### src/rtl/neopix_frame_pkg.sv
// Shared types and constants for the SPI-to-NeoPixel frame controller.
package neopix_frame_pkg;

    typedef enum logic [2:0] {
        IDLE,
        LEN,
        PIX,
        CSUM,
        COMMIT,
        WAIT_TX,
        DISCARD
    } state_t;

    localparam logic [7:0] HEADER_DEFAULT = 8'hA5;

    localparam logic [1:0] ERR_BUSY_DROP = 2'd0;
    localparam logic [1:0] ERR_BAD_LEN   = 2'd1;
    localparam logic [1:0] ERR_ABORT     = 2'd2;
    localparam logic [1:0] ERR_CHECKSUM  = 2'd3;

    typedef logic [23:0] pixel_t;

endpackage

### src/rtl/pixel_packer.sv
// Packs three consecutive bytes (G, R, B) into one pixel word and issues a
// registered write strobe when the third byte of a pixel arrives.
module pixel_packer
    import neopix_frame_pkg::*;
#(
    parameter int ADDR_W = 6
) (
    input  logic              clk,
    input  logic              rst,
    input  logic              clr,
    input  logic              en,
    input  logic [7:0]        data,
    input  logic [ADDR_W-1:0] idx,
    output logic              last,
    output logic              pix_we,
    output logic [ADDR_W-1:0] pix_addr,
    output pixel_t            pix_wdata
);

    logic [1:0]  byte_idx;
    logic [15:0] shift;

    // The FSM uses this to detect that the byte being offered completes a pixel.
    assign last = (byte_idx == 2'd2);

    always_ff @(posedge clk or posedge rst) begin
        if (rst) begin
            byte_idx  <= 2'd0;
            shift     <= 16'd0;
            pix_we    <= 1'b0;
            pix_addr  <= '0;
            pix_wdata <= '0;
        end else begin
            pix_we <= 1'b0;
            if (clr) begin
                byte_idx <= 2'd0;
            end else if (en) begin
                shift <= {shift[7:0], data};
                if (last) begin
                    byte_idx  <= 2'd0;
                    pix_we    <= 1'b1;
                    pix_addr  <= idx;
                    pix_wdata <= {shift, data};
                end else begin
                    byte_idx <= byte_idx + 2'd1;
                end
            end
        end
    end

endmodule

### src/rtl/spi_frame_ctrl.sv
// Parses SPI bytes into pixel frames and hands complete frames to the NeoPixel
// transmitter. Define FRAME_CHECKSUM_EN to require a trailing XOR checksum byte.
module spi_frame_ctrl
    import neopix_frame_pkg::*;
#(
    parameter int         MAX_PIXELS = 64,
    parameter int         ADDR_W     = 6,
    parameter logic [7:0] HEADER     = HEADER_DEFAULT
) (
    input  logic              clk,
    input  logic              rst,
    input  logic [7:0]        rx_data,
    input  logic              rx_ready,
    input  logic              frame_active,
    output logic              pix_we,
    output logic [ADDR_W-1:0] pix_addr,
    output pixel_t            pix_wdata,
    output logic              tx_start,
    output logic [ADDR_W:0]   tx_len,
    input  logic              tx_busy,
    output logic              frame_err,
    output logic [1:0]        err_code
);

    localparam int                LEN_W   = ADDR_W + 1;
    localparam logic [LEN_W-1:0]  LEN_ONE = 1;
    localparam logic [ADDR_W-1:0] IDX_ONE = 1;

    state_t            state, state_n;
    logic [LEN_W-1:0]  len, len_n;
    logic [ADDR_W-1:0] pix_idx, idx_n;
    logic              tx_start_n;
    logic [LEN_W-1:0]  tx_len_n;
    logic              frame_err_n;
    logic [1:0]        err_code_n;
    logic              pack_clr, pack_en, pack_last;
    logic              last_pixel;
`ifdef FRAME_CHECKSUM_EN
    logic [7:0]        csum, csum_n;
`endif

    assign last_pixel = ({1'b0, pix_idx} == (len - LEN_ONE));

    pixel_packer #(.ADDR_W(ADDR_W)) u_packer (
        .clk       (clk),
        .rst       (rst),
        .clr       (pack_clr),
        .en        (pack_en),
        .data      (rx_data),
        .idx       (pix_idx),
        .last      (pack_last),
        .pix_we    (pix_we),
        .pix_addr  (pix_addr),
        .pix_wdata (pix_wdata)
    );

    always_comb begin
        state_n     = state;
        len_n       = len;
        idx_n       = pix_idx;
        tx_start_n  = tx_start;
        tx_len_n    = tx_len;
        frame_err_n = 1'b0;
        err_code_n  = err_code;
        pack_clr    = 1'b0;
        pack_en     = 1'b0;
`ifdef FRAME_CHECKSUM_EN
        csum_n      = csum;
`endif
        case (state)
            IDLE: begin
                if (rx_ready && rx_data == HEADER) state_n = LEN;
            end
            LEN: begin
                if (!frame_active) begin
                    frame_err_n = 1'b1;
                    err_code_n  = ERR_ABORT;
                    state_n     = IDLE;
                end else if (rx_ready) begin
                    if (rx_data != 8'd0 && int'(rx_data) <= MAX_PIXELS) begin
                        len_n    = LEN_W'(rx_data);
                        idx_n    = '0;
                        pack_clr = 1'b1;
`ifdef FRAME_CHECKSUM_EN
                        csum_n   = rx_data;
`endif
                        state_n  = PIX;
                    end else begin
                        frame_err_n = 1'b1;
                        err_code_n  = ERR_BAD_LEN;
                        state_n     = DISCARD;
                    end
                end
            end
            // Abort outranks a byte arriving in the same cycle; that byte is dropped.
            PIX: begin
                if (!frame_active) begin
                    frame_err_n = 1'b1;
                    err_code_n  = ERR_ABORT;
                    state_n     = IDLE;
                end else if (rx_ready) begin
                    pack_en = 1'b1;
`ifdef FRAME_CHECKSUM_EN
                    csum_n  = csum ^ rx_data;
`endif
                    if (pack_last) begin
                        if (last_pixel) begin
`ifdef FRAME_CHECKSUM_EN
                            state_n    = CSUM;
`else
                            state_n    = COMMIT;
                            tx_start_n = 1'b1;
                            tx_len_n   = len;
`endif
                        end else begin
                            idx_n = pix_idx + IDX_ONE;
                        end
                    end
                end
            end
`ifdef FRAME_CHECKSUM_EN
            CSUM: begin
                if (!frame_active) begin
                    frame_err_n = 1'b1;
                    err_code_n  = ERR_ABORT;
                    state_n     = IDLE;
                end else if (rx_ready) begin
                    if (rx_data == csum) begin
                        state_n    = COMMIT;
                        tx_start_n = 1'b1;
                        tx_len_n   = len;
                    end else begin
                        frame_err_n = 1'b1;
                        err_code_n  = ERR_CHECKSUM;
                        state_n     = IDLE;
                    end
                end
            end
`endif
            COMMIT: begin
                if (tx_busy) begin
                    tx_start_n = 1'b0;
                    state_n    = WAIT_TX;
                end
            end
            WAIT_TX: begin
                if (!tx_busy) begin
                    state_n = IDLE;
                end else if (rx_ready && rx_data == HEADER) begin
                    frame_err_n = 1'b1;
                    err_code_n  = ERR_BUSY_DROP;
                    state_n     = DISCARD;
                end
            end
            DISCARD: begin
                if (!frame_active) state_n = IDLE;
            end
            default: state_n = IDLE;
        endcase
    end

    always_ff @(posedge clk or posedge rst) begin
        if (rst) begin
            state     <= IDLE;
            len       <= '0;
            pix_idx   <= '0;
            tx_start  <= 1'b0;
            tx_len    <= '0;
            frame_err <= 1'b0;
            err_code  <= 2'd0;
`ifdef FRAME_CHECKSUM_EN
            csum      <= 8'd0;
`endif
        end else begin
            state     <= state_n;
            len       <= len_n;
            pix_idx   <= idx_n;
            tx_start  <= tx_start_n;
            tx_len    <= tx_len_n;
            frame_err <= frame_err_n;
            err_code  <= err_code_n;
`ifdef FRAME_CHECKSUM_EN
            csum      <= csum_n;
`endif
        end
    end

endmodule

### config.mk
export PLATFORM = sky130hd
export DESIGN_NAME = spi_frame_ctrl
export DESIGN_NICKNAME = d
export VERILOG_FILES = /design/src/rtl/neopix_frame_pkg.sv /design/src/rtl/pixel_packer.sv /design/src/rtl/spi_frame_ctrl.sv
export SDC_FILE = /design/constraint.sdc
export NUM_CORES = 1
export LEC_CHECK = 0
export CAP_MARGIN = 30
export CORE_ASPECT_RATIO = 0.7
export CORE_UTILIZATION = 55
export DETAILED_ROUTE_END_ITERATION = 6
export PLACE_DENSITY_LB_ADDON = 0.1
export SLEW_MARGIN = 5
export SYNTH_ARGS = -nofsm -noshare
export SYNTH_HDL_FRONTEND = slang
export SYNTH_SLANG_ARGS = --single-unit
### constraint.sdc
create_clock -name clk -period 6.9 [get_ports clk]
set_input_delay 0.69 -clock clk [delete_from_list [all_inputs] [get_ports clk]]
set_output_delay 0.69 -clock clk [all_outputs]
set_load 0.01 [all_outputs]
==> flow_metrics.env <==
export IMPL_cell_internal_pwr_mw=1.029
export IMPL_timing_final_ws_setup_ns=4.013
export IMPL_cpPeakStageDelay_ns=0.58
export IMPL_synth_area_um2=3407
export IMPL_ant_nets=0
export IMPL_cts_resized=0
export IMPL_cts_max_path_buffers=2
export IMPL_grt_overflow_total=0
export IMPL_power_frac_comb_pct=29.5
export IMPL_synth_edff_count=0
export IMPL_total_power_mw=1.500
export IMPL_min_path_type="register to register"
export IMPL_fmax_ghz=0.3464
export IMPL_synthArstFlopShare_pct=100.0
export IMPL_layout_commonest_cell="dfrtp_1"
export IMPL_final_cell_mix="dfrtp_1 (76), mux2_2 (58), clkdlybuf4s50_1 (54)"
export IMPL_powerDensity_nw_per_um2=349.7
export IMPL_required_ns=7.13
export IMPL_syn_nets=280
export IMPL_die_w_um=96.07
export IMPL_slowest_stage="clkdlybuf4s50_1"
export IMPL_p_leak_nw=1.966
export IMPL_hold_buffers=0
export IMPL_ios=55
export IMPL_ir_worst_vdd_v=0.0001894
export IMPL_diodes=0
export IMPL_gp_congestion=0.8418
export IMPL_die_area_um2=6518
export IMPL_syn_to_final_growth_pct=25.89
export IMPL_p_seq_share_pct=45.3
export IMPL_drc_errors=0
export IMPL_cts_sinks=76
export IMPL_tightest_slew_ns=0.8898
export IMPL_grt_pass1_wl_mm=11.02
export IMPL_fin_nets=341
export IMPL_layout_drive_gt1_share_pct=26.97
export IMPL_place_ws_ns=3.677
export IMPL_drt_iter0_markers=170
export IMPL_hpwlAfterDp_mm=4.648
export IMPL_grt_pass1_vias=2202
export IMPL_antenna_found_initial=0
export IMPL_drt_pass1_iter_count=4
export IMPL_end_kind="register"
export IMPL_post_cts_buffers=0
export IMPL_min_period_ns=2.887
export IMPL_die_h_um=67.85
export IMPL_path_cells="clkdlybuf4s50_1, nor2b_1, nand2_1, nor3_2, buf_4, mux2_2"
export IMPL_skew_ns=0.01150
export IMPL_cts_buffers=9
export IMPL_clkPwrFrac_pct=25.2
export IMPL_grt_start_max_net_pins=77
export IMPL_fin_util_pct=73.42
export IMPL_timing_final_crit_share_pct=41.84
export IMPL_fin_hold_ws_ns=0.5064
export IMPL_vias_per_cell=5.600
export IMPL_power_switching_mw=0.4713
export IMPL_cts_tree="done"
export IMPL_initial_core_util_pct=58.32
export IMPL_rows=23
export IMPL_yosysUniqueCellTypes=44
export IMPL_switching_share_pct=31.42
export IMPL_root_buffer="clkbuf_8"
export IMPL_htree_levels=3
export IMPL_post_dp_cell_area_um2=4039
export IMPL_clk_pin_slew_ns=0.07
export IMPL_ys_flop_type="dfrtp_1"
export IMPL_rsz0062_at_grt="false"
export IMPL_io_buffers=54
export IMPL_cap_violations=0
export IMPL_wirelength_mm=6.735
export IMPL_avgSynthCellArea_um2=12.86
export IMPL_cp_arrival_ns=3.12
export IMPL_routedWlPerCell_um=16.63
export IMPL_status="finished, final reports clean"
export IMPL_syn_inst=265
export IMPL_synth_seq_area_share_pct=55.82
export IMPL_hold_viol_final=0
export IMPL_layout_cells_non_filler=405
export IMPL_maxSlewHeadroom_pct=40.24
export IMPL_crit_fanout=26
export IMPL_vias=2268
export IMPL_track_usage_pct=23.76
export IMPL_finalSetupViolCount=0
export IMPL_ys_seq_elements=76
export IMPL_yosys_warnings=0
export IMPL_slew_viol_final=0
export IMPL_clock_latency_ns=0.35
export IMPL_crit_type="input port to register"
export IMPL_coreArea_um2=5842
export IMPL_design_area_um2=4289
export IMPL_cp_start_kind="input port"
export IMPL_dpl_cell_count=389
export IMPL_fin_setup_tns_ns=0
==> worst max-delay path, delay by kind of cell <==
family                 cells  cell delay, ns
AND/OR/NAND/NOR            3            1.00
buffers and inverters      2            1.03
multiplexers               1            0.38
==> final cells by class <==
cell class,instances,area [um^2]
flip-flops and latches,76,1902
inverters,12,45.04
multi-input cells,169,1435
well taps,75,93.84
clock buffers,10,137.6
fillers,398,1553
clock inverters,5,85.08
repair buffers,58,590.6
==> worst paths after layout <==
| check | from | endpoint | slack [ns] | depth (start not counted) |
|---|---|---|---|---|
| setup / recovery | frame_active | u_packer.pix_wdata[11] | 4.01 | 6 |
| hold / removal | u_packer.pix_addr[1] | u_packer.pix_addr[1] | 0.51 | 1 |
| setup reg to reg | len[0] | tx_len[6] | 4.34 | 8 |
| hold reg to reg | u_packer.pix_addr[1] | u_packer.pix_addr[1] | 0.51 | 1 |
| max in group asynchronous | rst | u_packer.pix_wdata[16] | 5.76 | 4 |
| min in group asynchronous | rst | u_packer.pix_wdata[14] | 0.61 | 3 |
==> routing by layer <==
metal	wire length (um)	track usage, %
met2	3009	34.04
met4	80	7.836
met1	3216	33.41
met5	0	0
met3	428	8.778
==> synthesized netlist by cell type, drive strengths merged (4+ instances only) <==
cell	n	share of area, %
xor2	4	1.0
nor2b	7	1.3
o21ai	11	1.6
nor3	7	1.2
mux2	62	21
clkbuf	8	0.88
nand3	6	0.88
nand2	13	1.4
inv	12	1.3
xnor2	5	1.3
dfrtp	76	56
nor2	13	1.4
nand2b	4	0.73
==> registers in the layout, summed over array words and instances (netlist names) <==
signal              count
err_code                2
frame_err               1
len                     7
pix_idx                 6
state                   3
tx_len                  7
tx_start                1
u_packer.byte_idx       2
u_packer.pix_addr       6
u_packer.pix_wdata     24
u_packer.pix_we         1
u_packer.shift         16
==> logic make-up after synthesis <==
kind of cell,count (synthesis),synth area share [%]
fa+ha+maj,2,0.7344
xor+xnor,9,2.313
compound gates,29,6.941
flops,76,55.82
mux,64,21.19
buf+inv,20,2.203
simple gates,65,10.80
==> power groups by stage <==
stage	combinational (mW)	clock, mW	sequential [mW]
6_report	0.443	0.377	0.680
5_1_grt	0.491	0.404	0.699
4_1_cts	0.444	0.387	0.679
3_5_place_dp	0.440	0	0.688
3_3_place_gp	0.429	0	0.682
2_1_floorplan	0.298	0	0.667
No activity file was read; power rests on OpenSTA's default activity.
